[config.mk]
export PLATFORM = sky130hd
export DESIGN_NAME = sdm_dac_flat
export DESIGN_NICKNAME = d
export VERILOG_FILES = /design/src/rtl/sdm_dac_pkg.sv /design/src/rtl/sdm_dac_if.sv /design/src/rtl/sdm_dac_fifo.sv /design/src/rtl/sdm_dac.sv /design/src/flat_wrapper.sv
export SDC_FILE = /design/constraint.sdc
export NUM_CORES = 1
export LEC_CHECK = 0
export ABC_AREA = 1
export ABC_CLOCK_PERIOD_IN_PS = 2800
export CELL_PAD_IN_SITES_DETAIL_PLACEMENT = 1
export CELL_PAD_IN_SITES_GLOBAL_PLACEMENT = 2
export CORE_ASPECT_RATIO = 0.5
export CORE_UTILIZATION = 37
export DETAILED_ROUTE_END_ITERATION = 10
export PLACE_DENSITY_LB_ADDON = 0.1
export SYNTH_ARGS = -nofsm -noshare
export SYNTH_HDL_FRONTEND = slang
export SYNTH_SLANG_ARGS = --single-unit
export TNS_END_PERCENT = 10
[constraint.sdc]
create_clock -name clk -period 2.8 [get_ports clk]
set_clock_uncertainty 0.15 [all_clocks]
set_input_delay 0.84 -clock clk [delete_from_list [all_inputs] [get_ports clk]]
set_output_delay 0.84 -clock clk [all_outputs]
set_load 0.01 [all_outputs]
[src/rtl/sdm_dac_pkg.sv]
// sdm_dac_pkg: shared types and sizing for the delta-sigma DAC slice.
// Contents:
//   W, DIV, DEPTH  default sample width, clocks per sample, FIFO depth
//   div_log2()     ceil(log2) helper for deriving counter and pointer widths
//   state_t        sequencer states IDLE / WAIT / RUN
// Optional feature macro used by the slice: SDM_DAC_INTERP_EN (linear interpolation).
package sdm_dac_pkg;

  localparam int unsigned W     = 8;
  localparam int unsigned DIV   = 8;
  localparam int unsigned DEPTH = 4;

  // Smallest r with 2**r >= value.
  function automatic int unsigned div_log2(input int unsigned value);
    int unsigned r;
    r = 0;
    for (int unsigned i = 0; i < 32; i++) begin
      if ((64'd1 << i) < 64'(value)) r = i + 1;
    end
    return r;
  endfunction

  localparam int unsigned DIV_LOG2 = div_log2(DIV);
  localparam int unsigned PTR_W    = div_log2(DEPTH);
  localparam int unsigned LVL_W    = PTR_W + 1;

  typedef enum logic [1:0] {
    IDLE = 2'd0,
    WAIT = 2'd1,
    RUN  = 2'd2
  } state_t;

endpackage

[src/rtl/sdm_dac_if.sv]
// sdm_dac_if: sample-write bus between a producer (master) and the DAC (slave).
// Signals:
//   din       W      sample data
//   wr        1      write strobe, sample captured when wr && !full
//   full      1      FIFO full (registered)
//   level     LVL_W  FIFO occupancy (registered)
//   overflow  1      1-clk pulse, write attempted while full and dropped
interface sdm_dac_if;
  import sdm_dac_pkg::*;

  logic [W-1:0]     din;
  logic             wr;
  logic             full;
  logic [LVL_W-1:0] level;
  logic             overflow;

  modport master (
    output din,
    output wr,
    input  full,
    input  level,
    input  overflow
  );

  modport slave (
    input  din,
    input  wr,
    output full,
    output level,
    output overflow
  );

endinterface

[src/rtl/sdm_dac_fifo.sv]
// sdm_dac_fifo: small synchronous sample FIFO with registered full/level/overflow.
// Ports:
//   clk, reset_n  clock, synchronous active-low reset (flushes the FIFO)
//   wr_i, din_i   write strobe and data; accepted when the registered full is low
//   pop_i         consume the head entry (ignored when empty)
//   head_c_o      combinational view of the head entry
//   full_o        registered full flag
//   level_o       registered occupancy
//   overflow_o    registered 1-clk pulse for a write dropped while full
module sdm_dac_fifo
  import sdm_dac_pkg::*;
(
  input  logic             clk,
  input  logic             reset_n,
  input  logic             wr_i,
  input  logic [W-1:0]     din_i,
  input  logic             pop_i,
  output logic [W-1:0]     head_c_o,
  output logic             full_o,
  output logic [LVL_W-1:0] level_o,
  output logic             overflow_o
);

  logic [W-1:0]     mem_q [DEPTH];
  logic [PTR_W-1:0] wr_ptr_q, rd_ptr_q;
  logic [LVL_W-1:0] level_q, level_d;
  logic             full_q, overflow_q;
  logic             wr_ok_c, pop_ok_c;

  // Full is the registered flag, so a write into a full FIFO is dropped
  // even when a pop happens on the same edge.
  assign wr_ok_c  = wr_i && !full_q;
  assign pop_ok_c = pop_i && (level_q != '0);

  // Occupancy next-state; simultaneous write and pop leaves it unchanged.
  always_comb begin
    level_d = level_q;
    case ({wr_ok_c, pop_ok_c})
      2'b10:   level_d = level_q + LVL_W'(1);
      2'b01:   level_d = level_q - LVL_W'(1);
      default: level_d = level_q;
    endcase
  end

  // Storage array; contents are don't-care until written.
  always_ff @(posedge clk) begin
    if (wr_ok_c) mem_q[wr_ptr_q] <= din_i;
  end

  // Pointers and status flags; pointers wrap naturally at DEPTH.
  always_ff @(posedge clk) begin
    if (!reset_n) begin
      wr_ptr_q   <= '0;
      rd_ptr_q   <= '0;
      level_q    <= '0;
      full_q     <= 1'b0;
      overflow_q <= 1'b0;
    end else begin
      if (wr_ok_c)  wr_ptr_q <= wr_ptr_q + PTR_W'(1);
      if (pop_ok_c) rd_ptr_q <= rd_ptr_q + PTR_W'(1);
      level_q    <= level_d;
      full_q     <= (level_d == LVL_W'(DEPTH));
      overflow_q <= wr_i && full_q;
    end
  end

  assign head_c_o   = mem_q[rd_ptr_q];
  assign full_o     = full_q;
  assign level_o    = level_q;
  assign overflow_o = overflow_q;

endmodule

[src/rtl/sdm_dac.sv]
// sdm_dac: first-order delta-sigma DAC. Samples arrive over sdm_dac_if into a
// small FIFO and are consumed one per DIV clocks; each clock in RUN the
// accumulator adds the current sample and its carry-out is the 1-bit output.
// Ports:
//   clk, reset_n  clock, synchronous active-low reset
//   en            run enable (level); low forces IDLE and dac_out=0
//   bus           sdm_dac_if.slave: din/wr in, full/level/overflow out
//   dac_out       registered delta-sigma bit stream
//   underrun      registered 1-clk pulse when a sample tick finds the FIFO empty
// Build option: define SDM_DAC_INTERP_EN to linearly interpolate between the
// previous and current sample across each DIV-clock period.
module sdm_dac
  import sdm_dac_pkg::*;
(
  input  logic     clk,
  input  logic     reset_n,
  input  logic     en,
  sdm_dac_if.slave bus,
  output logic     dac_out,
  output logic     underrun
);

`ifdef SDM_DAC_INTERP_EN
  localparam int unsigned AW = W + DIV_LOG2;
`else
  localparam int unsigned AW = W;
`endif
  localparam int unsigned CNT_W = DIV_LOG2;

  state_t           state_q;
  logic [CNT_W-1:0] count_q;
  logic [W-1:0]     cur_q;
  logic [AW-1:0]    acc_q;
  logic             dac_q, underrun_q;

  logic [W-1:0]     head_c;
  logic [AW-1:0]    x_c, acc_d;
  logic             carry_d;
  logic             empty_c, tick_c, pop_c;

  assign empty_c = (bus.level == '0);
  assign tick_c  = (count_q == CNT_W'(DIV - 1));
  assign pop_c   = en && !empty_c &&
                   ((state_q == WAIT) || ((state_q == RUN) && tick_c));

  sdm_dac_fifo u_fifo (
    .clk        (clk),
    .reset_n    (reset_n),
    .wr_i       (bus.wr),
    .din_i      (bus.din),
    .pop_i      (pop_c),
    .head_c_o   (head_c),
    .full_o     (bus.full),
    .level_o    (bus.level),
    .overflow_o (bus.overflow)
  );

`ifdef SDM_DAC_INTERP_EN
  localparam int unsigned SW = AW + 2;

  logic [W-1:0]         prev_q;
  logic signed [SW-1:0] base_s, diff_s, cnt_s, x_s;

  // x = prev*DIV + (cur-prev)*count; the signed slope keeps falling ramps
  // correct, and the sum always lands in [0, 2**AW).
  always_comb begin
    base_s = $signed(SW'({prev_q, CNT_W'(0)}));
    diff_s = $signed(SW'(cur_q)) - $signed(SW'(prev_q));
    cnt_s  = $signed(SW'(count_q));
    x_s    = base_s + diff_s * cnt_s;
    x_c    = AW'(x_s);
  end
`else
  assign x_c = cur_q;
`endif

  // Modulator step: carry-out of the accumulator is the output bit.
  assign {carry_d, acc_d} = {1'b0, acc_q} + {1'b0, x_c};

  // Sequencer, sample divider and modulator registers.
  always_ff @(posedge clk) begin
    if (!reset_n) begin
      state_q    <= IDLE;
      count_q    <= '0;
      cur_q      <= '0;
      acc_q      <= '0;
      dac_q      <= 1'b0;
      underrun_q <= 1'b0;
`ifdef SDM_DAC_INTERP_EN
      prev_q     <= '0;
`endif
    end else begin
      underrun_q <= 1'b0;
      if (!en) begin
        state_q <= IDLE;
        count_q <= '0;
        acc_q   <= '0;
        dac_q   <= 1'b0;
      end else begin
        case (state_q)
          IDLE: begin
            state_q <= WAIT;
            count_q <= '0;
            acc_q   <= '0;
            dac_q   <= 1'b0;
          end
          WAIT: begin
            count_q <= '0;
            dac_q   <= 1'b0;
            if (!empty_c) begin
              cur_q   <= head_c;
`ifdef SDM_DAC_INTERP_EN
              prev_q  <= cur_q;
`endif
              state_q <= RUN;
            end
          end
          RUN: begin
            acc_q   <= acc_d;
            dac_q   <= carry_d;
            count_q <= count_q + CNT_W'(1);
            // Sample tick: take the next sample, or keep the old one on underrun.
            if (tick_c) begin
              if (!empty_c) begin
                cur_q  <= head_c;
`ifdef SDM_DAC_INTERP_EN
                prev_q <= cur_q;
`endif
              end else begin
                underrun_q <= 1'b1;
              end
            end
          end
          default: state_q <= IDLE;
        endcase
      end
    end
  end

  assign dac_out  = dac_q;
  assign underrun = underrun_q;

endmodule

[src/flat_wrapper.sv]
// flat-port wrapper written by rule: the top's interface ports become plain ports
module sdm_dac_flat import sdm_dac_pkg::*;
  (clk, reset_n, en, dac_out, underrun, bus_din, bus_wr, bus_full, bus_level, bus_overflow);
  sdm_dac_if bus_i ();
  input  logic clk;
  input  logic reset_n;
  input  logic en;
  output logic dac_out;
  output logic underrun;
  input wire logic [$bits(bus_i.din)-1:0] bus_din;
  input wire logic [$bits(bus_i.wr)-1:0] bus_wr;
  output wire logic [$bits(bus_i.full)-1:0] bus_full;
  output wire logic [$bits(bus_i.level)-1:0] bus_level;
  output wire logic [$bits(bus_i.overflow)-1:0] bus_overflow;
  assign bus_i.din = bus_din;
  assign bus_i.wr = bus_wr;
  assign bus_full = bus_i.full;
  assign bus_level = bus_i.level;
  assign bus_overflow = bus_i.overflow;
  sdm_dac u_core (.clk(clk), .reset_n(reset_n), .en(en), .bus(bus_i), .dac_out(dac_out), .underrun(underrun));
endmodule
**Word-level counts from Yosys, hierarchy flattened**

Memory sizes are Yosys's and may differ from the RTL's. A register that Yosys moved wholly into a read port is not among the register bits.
Index checks and enable logic that the tools add are counted.

- Flip-flop bits (word level): 32
- Memory bits (writable): 32
- Input port bits: 12
- Logic and storage cells: 61
- Memories: 1

Memories:

| name | words | width | read ports | clocked after Yosys merged registers in | write ports | line | text |
|---|---|---|---|---|---|---|---|
| u_core.u_fifo.mem_q | 4 | 8 | 1 | 1 | 1 | sdm_dac_fifo.sv:24 | `logic [W-1:0] mem_q [DEPTH];` |

- Add/subtract/negate cells: 6
- Equal/unequal tests: 8
- Mux-type cells: 14
- Bitwise gates (word level): 1
- Reductions and logical operators: 20

Operators with widths:

| cell | number |
|---|---|
| $pmux W8 S2 | 2 |
| $mux W8 | 2 |
| $pmux W3 S2 | 2 |
| $add A8 B8 Y9 | 1 |
| $add A3 B1 Y3 const B | 2 |
| $eq A3 B3 Y1 const B | 2 |
| $logic_and A1 B1 Y1 | 6 |
| $mux W2 | 3 |
| $pmux W2 S3 | 1 |
| $reduce_bool A2 Y1 | 3 |
| $add A2 B1 Y2 const B | 2 |
| $eq A2 B1 Y1 const B | 2 |
| $eq A2 B2 Y1 const B | 2 |
| $reduce_and A2 Y1 | 2 |
| $reduce_and A4 Y1 | 1 |
| $logic_not A3 Y1 | 1 |
| $mux W1 | 3 |
| $reduce_and A3 Y1 | 1 |
| $reduce_bool A3 Y1 | 1 |
| $sub A3 B1 Y3 const B | 1 |
| $logic_not A1 Y1 | 2 |
| $logic_not A2 Y1 | 1 |
| $ne A2 B1 Y1 const B | 1 |
| $ne A2 B2 Y1 const B | 1 |
| other kinds (4) | 4 |

**Logic depth before layout (Yosys ltp)**

- Depth after elaboration: 8
- Gate-level depth with buffers: 15
- Mapped depth without buffers: 14

**Cells and area by module**

From an unflattened synthesis, not the netlist that was laid out.

- Cell total of the unflattened synthesis: 323
- Area, all modules: 2985.4 um2

By module, submodules not included:

| module | times used | cells an instance | area an instance (um2) | sequential area each (um2) |
|---|---|---|---|---|
| sdm_dac_fifo | 1 | 147 | 1720.4 | 1181.1 |
| sdm_dac | 1 | 176 | 1265.0 | 460.4 |

**Worst setup path before layout**

OpenSTA, ideal clock, no wires.

- Path type: in2reg
- Start point: input port en
- End point: register u_core.u_fifo.full_q (netlist: u_core.u_fifo.full_o)
- Library setup time: 0.112 ns
- Arrival: 2.168 ns
- Data required time: 2.538 ns
- Setup slack: 0.370 ns
- Cell stages on the path: 12
- Path buffers: 0
- Cells stage by stage: inv_1 > nor2_2 > nand2_2 > inv_1 > ha_1 > inv_1 > fa_1 > or2_2 > nand3_1 > nand2_1 > nand3_1 > nor2_1

- Word-level cells in the longest chain between the ends: 6
- Elaborated cells on any way between the ends: 7

RTL lines:

| item | line | text |
|---|---|---|
| start, declared | flat_wrapper.sv:7 | `input logic en;` |
| $logic_and A1 B1 Y1 * (2 in series) | sdm_dac.sv:43 | `assign pop_c = en && !empty_c &&` |
| $logic_and A1 B1 Y1 * | sdm_dac_fifo.sv:33 | `assign pop_ok_c = pop_i && (level_q != '0);` |
| via u_core.u_fifo.pop_ok_c | sdm_dac_fifo.sv:28 | `logic wr_ok_c, pop_ok_c;` |
| $eq A2 B1 Y1 / $eq A2 B2 Y1 (equally long branches) | sdm_dac_fifo.sv:38 | `case ({wr_ok_c, pop_ok_c})` |
| $pmux W3 S2 * | sdm_dac_fifo.sv:38 |  |
| $eq A3 B3 Y1 * | sdm_dac_fifo.sv:62 | `full_q <= (level_d == LVL_W'(DEPTH));` |
| end signal, assigned | sdm_dac_fifo.sv:62 |  |
| end, declared | sdm_dac_fifo.sv:27 | `logic full_q, overflow_q;` |

The timed path passes the listed nets; every way through them passes the cells marked *.
A chain may end at the register's enable or synchronous reset.

**Final worst setup path**

- Start point: input port en
- End point: register u_core.u_fifo.level_q[2] (netlist: u_core.u_fifo.level_o[2])

- Word-level cells in the longest chain between the ends: 5
- Elaborated cells on any way between the ends: 6

RTL lines:

| item | line | text |
|---|---|---|
| $logic_and A1 B1 Y1 * (2 in series) | sdm_dac.sv:43 |  |
| $logic_and A1 B1 Y1 * | sdm_dac_fifo.sv:33 |  |
| via u_core.u_fifo.pop_ok_c | sdm_dac_fifo.sv:28 |  |
| $eq A2 B1 Y1 / $eq A2 B2 Y1 (equally long branches) | sdm_dac_fifo.sv:38 |  |
| $pmux W3 S2 * | sdm_dac_fifo.sv:38 |  |
| end signal, assigned | sdm_dac_fifo.sv:61 | `level_q <= level_d;` |
| end, declared | sdm_dac_fifo.sv:26 | `logic [LVL_W-1:0] level_q, level_d;` |

Marks and branches as above.

==> metrics <==
clk_lat worst skew 0.33 ns; crit path capture type register; first-pass GRT wire length between 10 and 15 mm; Yosys top cell area share between 30% and 40%; sequential share of the synthesized area 52.6%; Design Power 2.54 mW; fin area 3780 µm²; PD cells ~670 nW/µm²; flop2flop setup slack slightly above 0.3 ns; Max IR drop VDD about 0.00035 V; Hold Crit Depth 2; Placer Congestion roughly 0.78; leakage about 1.6 nW; layout cell share with drive strength beyond 1 around 15%; synth cell count leaders 56 x nand2_1, 43 x inv_1, 37 x nor2_1; final setup violating endpoints 0; critical path class in2reg; outcome complete, no violations; Slowest cell on crit path clkdlybuf4s50_1; IO Port Bufs 18; initial cell density of the core a little under 40%; reg2reg end u_core.u_fifo.level_o[2]; initial antenna violation count 0; top_reg_cell synth dfxtp_1; die height 66.9 µm; Worst setup SP type input pin; Root Driver clkbuf_16; most frequent cell on the critical path inv_1; DRT Pass-1 Iters 4; CTS tree yes; Sink Count 66; Synth Instances 338; final slew viol count 0; core area 8090 µm²; Routed WL per cell 14.3 µm; Critical Path Fanout Max 2; Final period util between 90% and 100%; Crit path largest cell delay approximately 0.48 ns; drt initial violations approximately 70; path depth of the worst reg2reg path 14; Mapped Avg Cell Area ~9.2 µm²; clock buffer depth 2; clk slew on worst S/H paths roughly 0.05 ns; synth warn 0; min-delay worst type reg2reg; Die X roughly 130 µm; placed cell areas 3450 µm²; count leader, synth nand2_1; cell family with most CP delay simple AND/OR/NAND/NOR gates; synth unique cells 30; min Tclk post-route around 2.7 ns; Mapped Area just over 3000 µm²; Synth Register Bits 66; Net Count, Synth roughly 370; Routed WL 7.00 mm; WP buf/inv 5; worst hold path endpoint u_core.cur_q[4]; largest net degree at the start of global routing 18; fin util between 40 and 50%; Area contributors post-synth edfxtp_1 31%, dfxtp_1 22%, ha_1 8.0%; FF-to-FF Start u_core.count_q[0]; Slew @ Worst Pin about 0.42 ns; Area Growth Syn to Fin 21.1%; hold wc startpoint u_core.cur_q[4]; max cap viols 0; cells along the critical path clkdlybuf4s50_1, inv_1, nor2_2, nand2_2, inv_1, ha_1, inv_1, fa_2, or2_2, nand3_1, nand2_1, nand3_1, inv_1; Slew headroom a little under three quarters; CP Data Required Time approximately 2.9 ns; antenna cell count 0; Die ar. slightly below 9000 µm²; nets@finish 406; origin of the worst setup path en; I/O pins 19; cell taking the most area after synthesis edfxtp_1; # H-tree levels 3; FP Rows 23; gr usage total about 18%; fmax 0.366 GHz; postcts setup bufs 0; Fin. Hold Viols 0; Final HPWL DP 5.04 mm; TritonCTS buffer count 9; antenna viol nets, final 0; detailed-route via count 2266; async set-or-reset flop fraction in the synthesized netlist 0%; total grt overflow 0; vias in the first global route between 2000 and 2500; Remaining DRCs 0; Post-synth EDFFs 32; critical path data arrival time between 2 and 3 ns; Hold-fix buffers, CTS 0; final worst setup slack around 0.066 ns; RSZ-0062 raised after global routing no; setup_tns 0 ns; dpl ws -0.300 ns; Vias per Instance around 4.6
[worst register-to-register path: cells and delay by family (launching register included)]
| kind | cells | cell delay [ns] |
|---|---|---|
| AOI/OAI and AO/OA | 1 | 0.07 |
| adders and majority gates | 4 | 0.85 |
| buffers and inverters | 3 | 0.19 |
| DFF | 1 | 0.37 |
| and+or+nand+nor | 6 | 0.73 |
[repair_timing]
action | 4_1_cts | 5_1_grt
setup endpoints to repair | 0 | 2
gates resized for setup | 0 | 1
endpoints found under the hold margin | 0 | 0
[registers in the layout, indices dropped and copies added, names as in the netlist, named ones only]
register / flops
u_core.state_q: 2
u_core.underrun: 1
u_core.cur_q: 8
u_core.dac_out: 1
u_core.u_fifo.overflow_o: 1
u_core.u_fifo.full_o: 1
u_core.u_fifo.wr_ptr_q: 2
u_core.u_fifo.mem_q: 32
u_core.u_fifo.rd_ptr_q: 2
u_core.count_q: 3
u_core.u_fifo.level_o: 3
u_core.acc_q: 8
[layout by cell type, fill, tap and decap left out, types with 2 or more instances in the layout]
cell type | netlist | final
clkinv_1 | 1 | 2
clkbuf_16 | 0 | 9
clkdlybuf4s50_1 | 0 | 18
o21ai_1 | 19 | 19
nor2_2 | 13 | 13
ha_1 | 20 | 20
nand2_1 | 56 | 56
nand2_2 | 2 | 2
inv_2 | 6 | 6
clkinv_4 | 0 | 2
dfxtp_1 | 34 | 34
inv_1 | 43 | 43
nand4_1 | 2 | 2
nor2_1 | 37 | 37
bufinv_16 | 0 | 2
nand3_1 | 10 | 10
buf_4 | 1 | 13
a21oi_1 | 31 | 31
o21ai_0 | 13 | 13
edfxtp_1 | 32 | 32
[where the power goes]
part / switching, mW / internal (mW) / total (mW)
sequential: 0.0249 / 1.06 / 1.08
combinational: 0.159 / 0.0984 / 0.258
clock: 0.419 / 0.777 / 1.20
total: 0.603 / 1.93 / 2.54
[stage by stage]
stage               instances  hold slack [ns]
floorplan                 338            0.277
global placement          473            0.292
detailed placement        473            0.303
CTS                       489            0.311
global route              489            0.332
finish                    489            0.308
[worst max-delay path by stage]
stage               cells past startpoint  slack, ns                  endpoint
floorplan                              12       0.37      u_core.u_fifo.full_o
global placement                       13      -0.19      u_core.u_fifo.full_o
detailed placement                     13      -0.30  u_core.u_fifo.level_o[2]
CTS                                    13       0.04  u_core.u_fifo.level_o[2]
global route                           13      0.006  u_core.u_fifo.level_o[2]
finish                                 13       0.07  u_core.u_fifo.level_o[2]
[logic make-up (layout without fill, tap and decap cells)]
kind of cell,after synthesis,in the layout,synth area share (%)
buffers and inverters,58,97,8.63
AOI/OAI and AO/OA,66,66,10.9
adders and majority gates,22,22,9.31
and+or+nand+nor,125,125,18.2
DFF,66,66,52.6
xor gates and xnor gates,1,1,0.281
[layer usage]
metal	routed length, µm	track usage, %
met1	3620	21.7
met2	3120	30.0
met3	207	5.94
met4	48	4.80
met5	0	0
[layout make-up]
cell class / instances / area (µm²)
Fill cell: 932 / 4310
Inverter: 50 / 188
Multi-Input combinational cell: 214 / 1210
Clock inverter: 7 / 93.8
Timing Repair Buffer: 31 / 278
Clock buffer: 9 / 225
Sequential cell: 66 / 1640
Tap cell: 112 / 140
No activity file was read; power rests on OpenSTA's default activity.
==> edit, RTL diff (same flow settings) <==
Put one more register stage on the output `underrun`, with the module's reset. The value now appears one clock later. The other outputs are not delayed to match. Comments in the files are not updated.
--- a/src/rtl/sdm_dac.sv
+++ b/src/rtl/sdm_dac.sv
@@ -140,3 +140,9 @@
   assign dac_out  = dac_q;
-  assign underrun = underrun_q;
+  always_ff @(posedge clk) begin
+    if (!reset_n) begin
+      underrun <= '0;
+    end else begin
+      underrun <= underrun_q;
+    end
+  end
 
Function: same outputs for any inputs over 10 cycles, from zero or initial values and one cycle with reset_n low; that may be too few to reach the edited logic, so the function may still have changed.
==> edit against the original RTL <==
Clock power is 11% lower. Cell area is 1.6% lower. Area after synthesis is 0.16% lower. Sequential cell count is 1 higher. Highest routed layer unchanged. Routed wire length is 6.2% lower. Power is 4.7% lower. Maximum frequency is 3.0% higher. Setup slack better by 0.079 ns. Utilization is 0.73 points lower.
==> edit: results (changes against the original RTL) <==
crit_path_top_delay_cell: "clkdlybuf4s50_1"  # unchanged
layout.nets: 404  # was 406
vias: 2269  # was 2266
dr.pass1.iters: 6  # was 4
synth-async-reset-ratio_pct: 0  # unchanged
numPortBuffers: 18  # unchanged
synth-compound-area-share_pct: 11.2  # was 10.9%
grt_pass1_wl_microns: 11000  # was 11500 microns
synth-xor-area-share_pct: 0.281  # about the same
min_path_cells: 2  # unchanged
synth-adder-area-share_pct: 9.32  # was 9.31%
power_leakage_nw: 1.54  # was 1.56 nW
relSlewSlack_pct: 51.0  # was 71.7%
status: "finished clean"  # unchanged
grt_max_degree: 18  # unchanged
path_delay_family: "buffers and inverters"  # was simple AND/OR/NAND/NOR gates
drive_gt1_share_pct: 9.89  # was 14.9%
fillerInstances: 916  # was 932
synth_edf_count: 32  # unchanged
drt-wirelength-per-cell_microns: 13.5  # was 14.3 microns
synth_area_leaders: "edfxtp_1 31%, dfxtp_1 23%, ha_1 8.0%, nand2_1 6.6%, nor2_1 5.5%"  # was edfxtp_1 31%, dfxtp_1 22%, ha_1 8.0%, nand2_1 6.7%, inv_1 5.2%
grt_pass1_vias: 2244  # was 2332
worstPathArrival_ns: 2.73  # was 2.81 ns
synth_seq_area_share_pct: 53.4  # was 52.6%
setup_tns_ns: 0  # unchanged
placed_cell_area_sq_mm: 0.00343  # was 0.00345 sq mm
dpl_worst_slack_ns: -0.229  # was -0.300 ns
grt_usage_pct: 16.9  # was 17.7%
synth_commonest_cells: "55 x nand2_1, 46 x nor2_1, 44 x inv_1"  # was 56 x nand2_1, 43 x inv_1, 37 x nor2_1
dp_hpwl_microns: 4830  # was 5040 microns
max-vdd-ir-drop_mv: 0.378  # was 0.346 mV
gp_congestion: 0.742  # was 0.779
worstHoldStart: "u_core.underrun_q$_SDFF_PN0_"  # was u_core.cur_q[4]$_SDFFE_PN0P_
drt_iter0_drc: 115  # was 69
startpoint: "en"  # unchanged
edit: cell types whose count changed in the layout (fill, tap and decap cells not counted), sizes merged:
cell    before  now
nor2        51   48
buf         13   11
a21oi       32   33
and3         0    1
bufinv       2    1
clkbuf       9   10
clkinv       5    4
dfxtp       34   35
inv         49   48
nand2       58   57
nand3       11   12
o21bai       0    1
edit: worst register-to-register path: stages (launching register included):
cell and delay [ns]:
dfxtp_1 0.36, ha_1 0.16, ha_1 0.19, a21oi_1 0.10
nor2_2 0.12, nand2_2 0.06, inv_2 0.06, ha_1 0.14
inv_1 0.06, fa_1 0.37, or2_2 0.32, nand3_1 0.07
nand2_1 0.05, nand3_1 0.09, inv_1 0.05
edit: repair_timing:
action,CTS,global route
gates resized for setup,0,1
hold buffers,0,0
endpoints found under the setup margin,0,2
edit: worst paths after layout:
path                                         endpoint  slack [ns]
setup / recovery  u_core.u_fifo.level_o[2]$_SDFF_PN0_        0.15
hold / removal             u_core.underrun$_SDFF_PN0_        0.28
setup reg to reg  u_core.u_fifo.level_o[2]$_SDFF_PN0_        0.36
hold reg to reg            u_core.underrun$_SDFF_PN0_        0.28
edit: power breakdown:
group | switching, mW | internal [mW] | total (mW)
Combinational | 0.150 | 0.0937 | 0.244
Clock | 0.392 | 0.680 | 1.07
Sequential | 0.0286 | 1.07 | 1.10
Total | 0.570 | 1.85 | 2.42
edit: cell families (layout without fill, tap and decap cells):
kind of cell             count (synthesis)  count (layout)
flip-flops                              67              67
adder cells (fa/ha/maj)                 22              22
AND/OR/NAND/NOR                        123             123
XOR/XNOR                                 1               1
AO/OA/AOI/OAI                           68              68
buffers and inverters                   57              93
edit: metal layers:
metal / share of wire, % / wire length, microns / up-vias / global-route usage [%]
li1: - / - / 1169 / -
met1: 53 / 3490 / 1074 / 22.0
met2: 43 / 2850 / 18 / 26.9
met3: 2.6 / 171 / 8 / 5.25
met4: 0.87 / 57 / 0 / 5.67
met5: 0 / 0 / - / 0
edit: per-stage QoR:
stage               std cells  hold slack (ns)
finish                    486            0.276
global placement          471            0.258
detailed placement        471            0.258
floorplan                 338            0.240
global route              486            0.310
CTS                       486            0.280
edit: final cells by class:
| type | count | area [sq um] | share of cell area (%) |
|---|---|---|---|
| Multi-Input combinational cell | 214 | 1180 | 31.7 |
| Inverter | 49 | 189 | 5.08 |
| Tap cell | 112 | 140 | 3.77 |
| Timing Repair Buffer | 29 | 263 | 7.07 |
| Sequential cell | 67 | 1660 | 44.7 |
| Clock buffer | 10 | 229 | 6.16 |
| Clock inverter | 5 | 55.1 | 1.48 |
